$ cat src/rtl/rtsnoc_pkg.sv
// Shared definitions for the RTSNoC bridges: flit header geometry, command word
// layout, error data word and the AXI-master FSM encoding.
package rtsnoc_pkg;

  localparam int DATA_W        = 32;
  localparam int LOCAL_W       = 3;
  localparam int CMD_WE_BIT    = 31;
  localparam int CMD_WSTRB_LSB = 24;
  localparam int CMD_ADDR_W    = 24;
  localparam logic [31:0] ERR_DATA = 32'hDEAD_BEEF;

  typedef struct packed {
    logic                  we;
    logic [3:0]            wstrb;
    logic [CMD_ADDR_W-1:0] word_addr;
  } cmd_t;

  typedef enum logic [2:0] {
    IDLE, CMD, WDATA, AW_W, B, AR, R, RESP
  } state_t;

  function automatic int hdr_size(int sx, int sy);
    return 2*sx + 2*sy + 2*LOCAL_W;
  endfunction

  // Field LSB offsets, flit is {src_x, src_y, src_local, dst_x, dst_y, dst_local, data}.
  function automatic int dst_local_lsb();
    return DATA_W;
  endfunction
  function automatic int dst_y_lsb();
    return DATA_W + LOCAL_W;
  endfunction
  function automatic int dst_x_lsb(int sy);
    return DATA_W + LOCAL_W + sy;
  endfunction
  function automatic int src_local_lsb(int sx, int sy);
    return DATA_W + LOCAL_W + sx + sy;
  endfunction
  function automatic int src_y_lsb(int sx, int sy);
    return DATA_W + 2*LOCAL_W + sx + sy;
  endfunction
  function automatic int src_x_lsb(int sx, int sy);
    return DATA_W + 2*LOCAL_W + sx + 2*sy;
  endfunction

endpackage

$ cat src/rtl/rtsnoc_flit_codec.sv
// Combinational pack/unpack of an RTSNoC flit into header fields and data.
module rtsnoc_flit_codec
  import rtsnoc_pkg::*;
#(
  parameter int SOC_SIZE_X = 1,
  parameter int SOC_SIZE_Y = 1,
  localparam int BUS_W = hdr_size(SOC_SIZE_X, SOC_SIZE_Y) + DATA_W
) (
  input  logic [SOC_SIZE_X-1:0] pack_src_x,
  input  logic [SOC_SIZE_Y-1:0] pack_src_y,
  input  logic [LOCAL_W-1:0]    pack_src_local,
  input  logic [SOC_SIZE_X-1:0] pack_dst_x,
  input  logic [SOC_SIZE_Y-1:0] pack_dst_y,
  input  logic [LOCAL_W-1:0]    pack_dst_local,
  input  logic [DATA_W-1:0]     pack_data,
  output logic [BUS_W-1:0]      flit_o,
  input  logic [BUS_W-1:0]      flit_i,
  output logic [SOC_SIZE_X-1:0] unpack_src_x,
  output logic [SOC_SIZE_Y-1:0] unpack_src_y,
  output logic [LOCAL_W-1:0]    unpack_src_local,
  output logic [SOC_SIZE_X-1:0] unpack_dst_x,
  output logic [SOC_SIZE_Y-1:0] unpack_dst_y,
  output logic [LOCAL_W-1:0]    unpack_dst_local,
  output logic [DATA_W-1:0]     unpack_data
);

  assign flit_o = {pack_src_x, pack_src_y, pack_src_local,
                   pack_dst_x, pack_dst_y, pack_dst_local, pack_data};

  assign unpack_src_x     = flit_i[src_x_lsb(SOC_SIZE_X, SOC_SIZE_Y)     +: SOC_SIZE_X];
  assign unpack_src_y     = flit_i[src_y_lsb(SOC_SIZE_X, SOC_SIZE_Y)     +: SOC_SIZE_Y];
  assign unpack_src_local = flit_i[src_local_lsb(SOC_SIZE_X, SOC_SIZE_Y) +: LOCAL_W];
  assign unpack_dst_x     = flit_i[dst_x_lsb(SOC_SIZE_Y)                 +: SOC_SIZE_X];
  assign unpack_dst_y     = flit_i[dst_y_lsb()                           +: SOC_SIZE_Y];
  assign unpack_dst_local = flit_i[dst_local_lsb()                       +: LOCAL_W];
  assign unpack_data      = flit_i[DATA_W-1:0];

endmodule

$ cat src/rtl/rtsnoc_to_axi4lite_master.sv
// RTSNoC port to AXI4-Lite master bridge: one AXI read or write per request
// flit, answered by exactly one response flit to the requesting node.
module rtsnoc_to_axi4lite_master
  import rtsnoc_pkg::*;
#(
  parameter int          NOC_DATA_WIDTH = 32,
  parameter int          NOC_LOCAL_ADR  = 0,
  parameter int          NOC_X          = 0,
  parameter int          NOC_Y          = 0,
  parameter int          SOC_SIZE_X     = 1,
  parameter int          SOC_SIZE_Y     = 1,
  parameter logic [31:0] AXI_BASE_ADDR  = 32'h0000_0000,
  localparam int NOC_BUS_SIZE = hdr_size(SOC_SIZE_X, SOC_SIZE_Y) + NOC_DATA_WIDTH
) (
  input  logic                    clk_i,
  input  logic                    rst_n_i,
  output logic [NOC_BUS_SIZE-1:0] noc_din_o,
  output logic                    noc_wr_o,
  output logic                    noc_rd_o,
  input  logic [NOC_BUS_SIZE-1:0] noc_dout_i,
  input  logic                    noc_wait_i,
  input  logic                    noc_nd_i,
  output logic [31:0]             axi_awaddr_o,
  output logic                    axi_awvalid_o,
  input  logic                    axi_awready_i,
  output logic [31:0]             axi_wdata_o,
  output logic [3:0]              axi_wstrb_o,
  output logic                    axi_wvalid_o,
  input  logic                    axi_wready_i,
  input  logic [1:0]              axi_bresp_i,
  input  logic                    axi_bvalid_i,
  output logic                    axi_bready_o,
  output logic [31:0]             axi_araddr_o,
  output logic                    axi_arvalid_o,
  input  logic                    axi_arready_i,
  input  logic [31:0]             axi_rdata_i,
  input  logic [1:0]              axi_rresp_i,
  input  logic                    axi_rvalid_i,
  output logic                    axi_rready_o
);

  localparam logic [SOC_SIZE_X-1:0] OWN_X     = SOC_SIZE_X'(NOC_X);
  localparam logic [SOC_SIZE_Y-1:0] OWN_Y     = SOC_SIZE_Y'(NOC_Y);
  localparam logic [LOCAL_W-1:0]    OWN_LOCAL = LOCAL_W'(NOC_LOCAL_ADR);

  state_t                  state_q, state_d;
  logic [SOC_SIZE_X-1:0]   src_x_q, src_x_d;
  logic [SOC_SIZE_Y-1:0]   src_y_q, src_y_d;
  logic [LOCAL_W-1:0]      src_local_q, src_local_d;
  cmd_t                    cmd_q, cmd_d;
  logic [31:0]             wdata_q, wdata_d;
  logic [31:0]             resp_q, resp_d;
  logic                    aw_done_q, aw_done_d;
  logic                    w_done_q, w_done_d;

  logic [SOC_SIZE_X-1:0]   in_src_x, in_dst_x;
  logic [SOC_SIZE_Y-1:0]   in_src_y, in_dst_y;
  logic [LOCAL_W-1:0]      in_src_local, in_dst_local;
  logic [31:0]             in_data;
  logic [NOC_BUS_SIZE-1:0] resp_flit;
  cmd_t                    in_cmd;
  logic                    same_src;
  logic [31:0]             axi_addr;
  logic                    rd;
  logic                    unused_bits;

  rtsnoc_flit_codec #(
    .SOC_SIZE_X (SOC_SIZE_X),
    .SOC_SIZE_Y (SOC_SIZE_Y)
  ) u_codec (
    .pack_src_x       (OWN_X),
    .pack_src_y       (OWN_Y),
    .pack_src_local   (OWN_LOCAL),
    .pack_dst_x       (src_x_q),
    .pack_dst_y       (src_y_q),
    .pack_dst_local   (src_local_q),
    .pack_data        (resp_q),
    .flit_o           (resp_flit),
    .flit_i           (noc_dout_i),
    .unpack_src_x     (in_src_x),
    .unpack_src_y     (in_src_y),
    .unpack_src_local (in_src_local),
    .unpack_dst_x     (in_dst_x),
    .unpack_dst_y     (in_dst_y),
    .unpack_dst_local (in_dst_local),
    .unpack_data      (in_data)
  );

  // The router only delivers flits addressed to this port, so dst is not re-checked.
  assign unused_bits = ^{in_dst_x, in_dst_y, in_dst_local, axi_rresp_i[0]};

  assign in_cmd   = '{we:        in_data[CMD_WE_BIT],
                      wstrb:     in_data[CMD_WSTRB_LSB +: 4],
                      word_addr: in_data[CMD_ADDR_W-1:0]};
  assign same_src = {in_src_x, in_src_y, in_src_local} == {src_x_q, src_y_q, src_local_q};
  assign axi_addr = AXI_BASE_ADDR + {6'b0, cmd_q.word_addr, 2'b00};
  assign noc_rd_o = rd & rst_n_i;

  always_comb begin
    // NOTE: every signal written here gets a default first, so no latch can be inferred.
    state_d       = state_q;
    src_x_d       = src_x_q;
    src_y_d       = src_y_q;
    src_local_d   = src_local_q;
    cmd_d         = cmd_q;
    wdata_d       = wdata_q;
    resp_d        = resp_q;
    aw_done_d     = aw_done_q;
    w_done_d      = w_done_q;
    rd            = 1'b0;
    noc_wr_o      = 1'b0;
    noc_din_o     = '0;
    axi_awaddr_o  = '0;
    axi_awvalid_o = 1'b0;
    axi_wdata_o   = '0;
    axi_wstrb_o   = '0;
    axi_wvalid_o  = 1'b0;
    axi_bready_o  = 1'b0;
    axi_araddr_o  = '0;
    axi_arvalid_o = 1'b0;
    axi_rready_o  = 1'b0;

    unique case (state_q)
      IDLE: if (noc_nd_i) begin
        rd          = 1'b1;
        src_x_d     = in_src_x;
        src_y_d     = in_src_y;
        src_local_d = in_src_local;
        cmd_d       = in_cmd;
        state_d     = CMD;
      end
      CMD: begin
        aw_done_d = 1'b0;
        w_done_d  = 1'b0;
        state_d   = cmd_q.we ? WDATA : AR;
      end
      WDATA: if (noc_nd_i) begin
        rd = 1'b1;
        if (same_src) begin
          wdata_d = in_data;
          state_d = AW_W;
        end else begin
          // A foreign flit here is a fresh request; the pending write is dropped.
          src_x_d     = in_src_x;
          src_y_d     = in_src_y;
          src_local_d = in_src_local;
          cmd_d       = in_cmd;
          state_d     = CMD;
        end
      end
      AW_W: begin
        axi_awaddr_o  = axi_addr;
        axi_wdata_o   = wdata_q;
        axi_wstrb_o   = cmd_q.wstrb;
        axi_awvalid_o = !aw_done_q;
        axi_wvalid_o  = !w_done_q;
        if (axi_awvalid_o && axi_awready_i) aw_done_d = 1'b1;
        if (axi_wvalid_o && axi_wready_i)   w_done_d  = 1'b1;
        if (aw_done_d && w_done_d)          state_d   = B;
      end
      B: begin
        axi_bready_o = 1'b1;
        if (axi_bvalid_i) begin
          resp_d  = {30'b0, axi_bresp_i};
          state_d = RESP;
        end
      end
      AR: begin
        axi_araddr_o  = axi_addr;
        axi_arvalid_o = 1'b1;
        if (axi_arready_i) state_d = R;
      end
      R: begin
        axi_rready_o = 1'b1;
        if (axi_rvalid_i) begin
          resp_d  = axi_rresp_i[1] ? ERR_DATA : axi_rdata_i;
          state_d = RESP;
        end
      end
      RESP: begin
        noc_wr_o  = 1'b1;
        noc_din_o = resp_flit;
        if (!noc_wait_i) state_d = IDLE;
      end
      default: state_d = IDLE;
    endcase
  end

  always_ff @(posedge clk_i) begin
    // NOTE: state uses non-blocking assignments; the reset is synchronous, so it is tested inside the clocked block.
    if (!rst_n_i) begin
      state_q     <= IDLE;
      src_x_q     <= '0;
      src_y_q     <= '0;
      src_local_q <= '0;
      cmd_q       <= '0;
      wdata_q     <= '0;
      resp_q      <= '0;
      aw_done_q   <= 1'b0;
      w_done_q    <= 1'b0;
    end else begin
      state_q     <= state_d;
      src_x_q     <= src_x_d;
      src_y_q     <= src_y_d;
      src_local_q <= src_local_d;
      cmd_q       <= cmd_d;
      wdata_q     <= wdata_d;
      resp_q      <= resp_d;
      aw_done_q   <= aw_done_d;
      w_done_q    <= w_done_d;
    end
  end

endmodule

$ cat config.mk
export PLATFORM = sky130hd
export DESIGN_NAME = rtsnoc_to_axi4lite_master
export DESIGN_NICKNAME = d
export VERILOG_FILES = /design/src/rtl/rtsnoc_pkg.sv /design/src/rtl/rtsnoc_flit_codec.sv /design/src/rtl/rtsnoc_to_axi4lite_master.sv
export SDC_FILE = /design/constraint.sdc
export NUM_CORES = 1
export LEC_CHECK = 0
export ABC_CLOCK_PERIOD_IN_PS = 2000
export CELL_PAD_IN_SITES_DETAIL_PLACEMENT = 0
export CELL_PAD_IN_SITES_GLOBAL_PLACEMENT = 1
export CORE_UTILIZATION = 31
export DETAILED_ROUTE_END_ITERATION = 12
export PLACE_DENSITY_LB_ADDON = 0.1
export SKIP_LAST_GASP = 1
export SYNTH_ARGS = -nofsm -noshare
export SYNTH_HDL_FRONTEND = slang
export SYNTH_SLANG_ARGS = --single-unit
$ cat constraint.sdc
create_clock -name clk_i -period 2 [get_ports clk_i]
set_input_delay 0.5 -clock clk_i [delete_from_list [all_inputs] [get_ports clk_i]]
set_output_delay 0.5 -clock clk_i [all_outputs]
set_load 0.02 [all_outputs]
==> results of run 1 <==
[metrics by stage]
stage / hold WS, ns / util [%] / setup WS, ns / power [W] / TNS (ns)
2_1_floorplan: 0.427 / - / 0.0489 / 0.00311 / 0
3_3_place_gp: 0.433 / 44.7 / -0.185 / 0.00370 / -21.52
3_5_place_dp: 0.441 / 44.7 / -0.242 / 0.00372 / -25.54
4_1_cts: 0.451 / 45.9 / -0.0830 / 0.00545 / -3.58
5_1_grt: 0.467 / 47.6 / -0.135 / 0.00581 / -9.96
6_report: 0.446 / 47.6 / -0.0587 / 0.00553 / -2.69
[worst max-delay path, cell delays in order, from the launching register on]
cell,delay (ns)
dfxtp_4,0.39
inv_4,0.04
nor2_4,0.12
buf_12,0.17
buf_16,0.15
and3_4,0.20
buf_4,0.14
[state kept, by name, summed over array words and instances, names as in the netlist]
name and cells:
state_q 3, cmd_q 29, aw_done_q 1, resp_q 32, w_done_q 1, src_y_q 1, src_x_q 1, wdata_q 32
src_local_q 3
[layer usage]
metal / track usage, % / vias to the layer above / part of all wire [%]
li1: - / 2837 / -
met1: 26.2 / 2784 / 45
met2: 34.0 / 219 / 46
met3: 5.59 / 21 / 7.0
met4: 6.04 / 0 / 1.6
met5: 0 / - / 0
[final cells by class]
type                            count  area, um2
Antenna cell                        1       2.50
Tap cell                          229        287
Inverter                            4       17.5
Sequential cell                   103       2070
Multi-Input combinational cell    526       3270
Clock inverter                      2       10.0
Timing Repair Buffer              263       2620
Clock buffer                       11        243
Fill cell                        1735       9380
[Yosys cell counts, types with 2 or more instances]
library cell,n,area [um2]
nand2_1,144,541
dfxtp_1,103,2060
and2_1,62,388
and3_1,60,375
o211ai_1,53,398
a21oi_1,41,205
clkbuf_1,40,150
mux2i_1,33,330
nand4_1,30,188
a31oi_1,29,181
buf_4,25,188
buf_2,19,95.1
nor2_1,12,45.0
nand3_1,8,40.0
buf_6,5,56.3
buf_1,4,15.0
nor2b_1,4,25.0
xnor2_1,4,35.0
buf_8,3,45.0
inv_1,3,11.3
o21ai_0,3,15.0
a221oi_2,2,30.0
o22ai_1,2,12.5
[repair_timing]
action / CTS / global route
setup buffers: 5 / 3
setup endpoints to repair: 155 / 121
pin swaps: 3 / 12
gates cloned: 4 / 5
resized for setup: 607 / 69
hold endpoints to repair: 0 / 0
[logic make-up (layout without fill, tap and decap cells)]
logic type             Yosys count  after routing  share of synthesized area [%]
buffers and inverters          100            280                           9.99
XOR/XNOR                         5              5                          0.908
AND/OR/NAND/NOR                330            330                           30.3
multiplexers                    33             33                           5.85
other                            1             22                         0.0664
flip-flops                     103            103                           36.5
AO/OA/AOI/OAI                  136            137                           16.4
[how the worst max path moves through the flow]
stage / start / endpoint / slack (ns) / cells after the start
after global routing: state_q[0] / axi_wdata_o[30] / -0.14 / 6
final: state_q[0] / axi_wdata_o[2] / -0.06 / 6
after global placement: state_q[2] / noc_din_o[36] / -0.19 / 5
after detailed placement: state_q[2] / axi_araddr_o[7] / -0.24 / 5
after CTS: state_q[2] / axi_araddr_o[10] / -0.08 / 5
after floorplan: rst_n_i / noc_rd_o / 0.05 / 5
[power by group through the flow]
stage / clock, W / sequential, W / combinational (W)
2_1_floorplan: 0 / 0.00225 / 0.000865
3_3_place_gp: 0 / 0.00228 / 0.00142
3_5_place_dp: 0 / 0.00228 / 0.00144
4_1_cts: 0.00166 / 0.00225 / 0.00154
5_1_grt: 0.00175 / 0.00227 / 0.00179
6_report: 0.00161 / 0.00225 / 0.00166
==> flow_summary.toml, run 1 <==
[sta]
fmax_ghz = 0.486
drv_slew = 0
setup_viol = 97
rsz0062_at_grt = "true"
period_share_pct = 103
hold_viol = 0
fin_skew_ns = 0.00420
setup_ws_ns = -0.0587
post-route-min-period_ns = 2.06

[placed_design]
io_buffers = 208
hpwl_mm = 12.8
gp_congestion = 0.784
dpl.cell_count = 1110
placed_area_um2 = 8010

[clocking]
ctsRootBufferMaster = "clkbuf_16"
cts_tree = "yes"
cts_buffer_depth = 2
cts_buffers = 9
worstSkewPairLatency_ns = 0.35
path_clk_slew_ns = 0.07
holdBufCountCts = 0
h-tree-depth = 3
cts.sinks = 103

[outcome]
outcome = "complete, but fails checks"
violations = "setup timing"

[logic_synthesis]
synth-seq-cells = 103
synth-edff-count = 0
synth_seq_area_share_pct = 36.5
synth_cell_type_count = 42
avgSynthCellArea_um2 = 7.98
async_reset_ff_share_pct = 0
yosys_warnings = 0
synth_cells = 708
synthFlopType = "dfxtp_1"
synthesis.area_um2 = 5650

[critical_path]
end_kind = "output port"
crit_type = "reg -> out"
crit_fanout = 15
start_kind = "register"
crit_required_ns = 1.50
worstReg2RegStart = "state_q[1]"
worstReg2RegEnd = "resp_q[25]"
critPathArrivalTime_ns = 1.56
r2r_slack_ns = 0.12
reg2reg_depth = 6

[finish]
final_cell_area_um2 = 8520
final_layout_size_suffix_gt1_share_pct = 27.4
final_common_cell = "nand2_1"
layout_common_cells = "nand2_1, dfxtp_1, buf_4, clkdlybuf4s50_1, o211ai_1"
final_nets = 994
stdcell_count = 1139
area_growth_syn_to_layout_pct = 50.9

[detailed_routing]
routed_wl_mm = 20.2
drtIter0Drc = 364
vias = 5861
ant_nets = 0
route.detailed.drc = 0
wl_per_cell_um = 17.7
via_per_inst = 5.15
first_pass_iters = 5

[hold_path]
hold_depth = 2
hold_end = "resp_q[0]"
worstHoldStart = "resp_q[0]"
min_path_type = "reg -> reg"

[power_and_ir_drop]
clockPowerShare_pct = 29.1
pwr-share-seq_pct = 40.8
cell_internal_pwr_w = 0.00371
p_leak_nw = 3.46
combPwrFrac_pct = 30.1
power.switching_w = 0.00181
irDropWorstVdd_mv = 0.462
switching_share_pct = 32.8
p_per_area_nw_per_um2 = 648

[die]
fp.dieH_um = 137
initial_core_util_pct = 31.6
dieArea_um2 = 18800
io_pins = 236
std_cell_rows = 49
core_um2 = 17900
die_w_um = 137

[run]
maxCapViolCount = 0

[global_routing]
first_global_vias = 5552
antenna_found_initial = 1
grt_max_degree = 69
grt.overflow.total = 0
grt_usage_pct = 20.7
grt_first_pass_wirelength_mm = 30.0
No activity file was read; power rests on OpenSTA's default activity.
==> run 2: changes to the inputs <==
--- a/config.mk
+++ b/config.mk
@@ -6,11 +6,13 @@
 export NUM_CORES = 1
 export LEC_CHECK = 0
 export ABC_CLOCK_PERIOD_IN_PS = 2000
+export CAP_MARGIN = 20
 export CELL_PAD_IN_SITES_DETAIL_PLACEMENT = 0
 export CELL_PAD_IN_SITES_GLOBAL_PLACEMENT = 1
 export CORE_UTILIZATION = 31
 export DETAILED_ROUTE_END_ITERATION = 12
 export PLACE_DENSITY_LB_ADDON = 0.1
+export REMOVE_ABC_BUFFERS = 1
 export SKIP_LAST_GASP = 1
 export SYNTH_ARGS = -nofsm -noshare
 export SYNTH_HDL_FRONTEND = slang
==> run 2 against run 1 <==
  * The run still ends with setup timing left
  * Final area barely moved
  * Die area did not move
  * Global-route usage fell by 0.95 points
  * Flip-flop and latch count did not move
  * First-iteration DRC count fell by 20%
  * Sequential power barely moved
  * Largest power group unchanged
  * Worst hold slack improved by 0.0048 ns
  * Combinational power fell by 3%
  * Utilization barely moved
  * Largest cell class unchanged
  * Non-clock buffer count fell by 5
  * Wire length rose by 2.3%
==> flow_summary.toml, run 2 (same netlist as run 1, synthesis figures left out) <==
[outcome]
outcome = "complete, but fails checks"
violations = "setup timing"

[global_routing]
grt_first_pass_wirelength_mm = 29.0
first_global_vias = 5453
antenna_found_initial = 1
grt.overflow.total = 0
grt_max_degree = 69
grt_usage_pct = 19.7

[clocking]
path_clk_slew_ns = 0.07
ctsRootBufferMaster = "clkbuf_16"
cts_buffer_depth = 2
cts_tree = "yes"
worstSkewPairLatency_ns = 0.35
cts.sinks = 103
h-tree-depth = 3
cts_buffers = 9

[sta]
setup_ws_ns = -0.0107
drv_slew = 0
rsz0062_at_grt = "true"
worst_slew_pin_slew_ns = 0.749
slew_headroom_pct = 50.1
fmax_ghz = 0.497
period_share_pct = 101
setup_viol = 7
post-route-min-period_ns = 2.01
hold_viol = 0
whs_ns = 0.451
fin_skew_ns = 0.0104

[placed_design]
gp_congestion = 0.798
dp_slack_ns = -0.268
io_buffers = 208
hpwl_mm = 11.7
dpl.cell_count = 1102

[critical_path]
end_kind = "output port"
r2r_slack_ns = 0.15
reg2reg_depth = 7
crit_type = "reg -> out"
critPathLaunch = "state_q[0]"
worstReg2RegStart = "state_q[2]"
crit_required_ns = 1.50
crit_fanout = 20
worstReg2RegEnd = "wdata_q[5]"
critPathArrivalTime_ns = 1.51
start_kind = "register"
crit_end = "axi_wdata_o[13]"

[detailed_routing]
via_per_inst = 5.16
vias = 5863
met2_length_mm = 9.77
ant_nets = 0
top_layer = "met4"
wl_per_cell_um = 18.2
routed_wl_mm = 20.6
m1WireLength_mm = 8.85
route.detailed.drc = 0
first_pass_iters = 5
wl_met3_mm = 1.58
drtIter0Drc = 291

[die]
dieArea_um2 = 18800
fp.dieH_um = 137
io_pins = 236
core_um2 = 17900
die_w_um = 137
std_cell_rows = 49
initial_core_util_pct = 31.6

[power_and_ir_drop]
p_per_area_nw_per_um2 = 676
total_power_w = 0.00575
irDropWorstVdd_mv = 0.401
p_leak_nw = 3.53

[hold_path]
min_path_type = "reg -> reg"

[finish]
nFillCells = 1780
stdcell_count = 1136
final_common_cell = "nand2_1"
final_layout_size_suffix_gt1_share_pct = 27.7
final_nets = 989
layout_common_cells = "nand2_1, dfxtp_1, buf_4, clkdlybuf4s50_1, and3_1"
area_growth_syn_to_layout_pct = 50.7
num_antenna_cells = 0
reg.largest.list = "resp_q (32), wdata_q (32), cmd_q (29)"

[run]
maxCapViolCount = 0
[run 2: cell count changes in the layout (fill, tap and decap cells not counted), moves of 10 or more]
cell             previous run  this run
and3_4                     16         6
and3_1                     44        54
and2_1                     48        36
and2_4                     13        26
buf_6                      39        49
clkdlybuf4s15_2            14         2
[run 2: how the worst min path moves through the flow]
stage,slack (ns),start,depth (start not counted),endpoint
final,0.45,wdata_q[11],2,wdata_q[11]
after global routing,0.46,resp_q[1],2,resp_q[1]
after CTS,0.45,resp_q[1],2,resp_q[1]
after detailed placement,0.44,resp_q[1],2,resp_q[1]
after global placement,0.43,resp_q[15],2,resp_q[15]
after floorplan,0.43,resp_q[14],2,resp_q[14]
[run 2: report_power, final]
| group | switching [W] | internal, W |
|---|---|---|
| Combinational | 0.000958 | 0.000657 |
| Sequential | 0.000107 | 0.00215 |
| Clock | 0.000801 | 0.00108 |
[run 2: repair_timing]
action | in CTS | in global routing
buffers inserted | 0 | 6
setup endpoints to repair | 135 | 162
pin swaps | 1 | 23
hold buffers | 0 | 0
resized for setup | 403 | 327
gates cloned | 1 | 13
[run 2: worst max-delay path, cell delays in order, from the launching register on]
cell and delay, ns:
dfxtp_4 0.38, inv_4 0.04, nor2_4 0.12, buf_4 0.13, buf_12 0.15, and3_4 0.20, buf_4 0.14
[run 2: layout make-up]
| cell class | instances | area (um2) | area share [%] |
|---|---|---|---|
| Multi-Input combinational cell | 526 | 3260 | 38.2 |
| Timing Repair Buffer | 258 | 2560 | 30.1 |
| Sequential cell | 103 | 2070 | 24.3 |
| Tap cell | 229 | 287 | 3.36 |
| Clock buffer | 12 | 268 | 3.14 |
| Clock inverter | 4 | 48.8 | 0.573 |
| Inverter | 4 | 20.0 | 0.235 |
[run 2: through the flow]
step | TNS [ns] | cell area [um2] | utilization, %
2_1_floorplan | -322.00 | 5180 | -
3_3_place_gp | -18.62 | 7910 | 44.2
3_5_place_dp | -22.25 | 7910 | 44.2
4_1_cts | -8.14 | 8330 | 46.5
5_1_grt | -4.28 | 8520 | 47.6
6_report | -0.0271 | 8520 | 47.6
[run 2: per-layer routing]
| layer | GRT usage, % | vias to the layer above |
|---|---|---|
| met5 | 0 | - |
| li1 | - | 2819 |
| met2 | 32.1 | 230 |
| met1 | 25.4 | 2787 |
| met3 | 4.37 | 27 |
| met4 | 7.20 | 0 |
==> run 3: changes to the inputs <==
--- a/config.mk
+++ b/config.mk
@@ -10,6 +10,7 @@
 export CELL_PAD_IN_SITES_DETAIL_PLACEMENT = 0
 export CELL_PAD_IN_SITES_GLOBAL_PLACEMENT = 1
 export CORE_UTILIZATION = 31
+export CTS_CLUSTER_DIAMETER = 150
 export DETAILED_ROUTE_END_ITERATION = 12
 export PLACE_DENSITY_LB_ADDON = 0.1
 export REMOVE_ABC_BUFFERS = 1
==> results of run 3 <==
Final layout, timing and power as in run 2 (identical DEF).
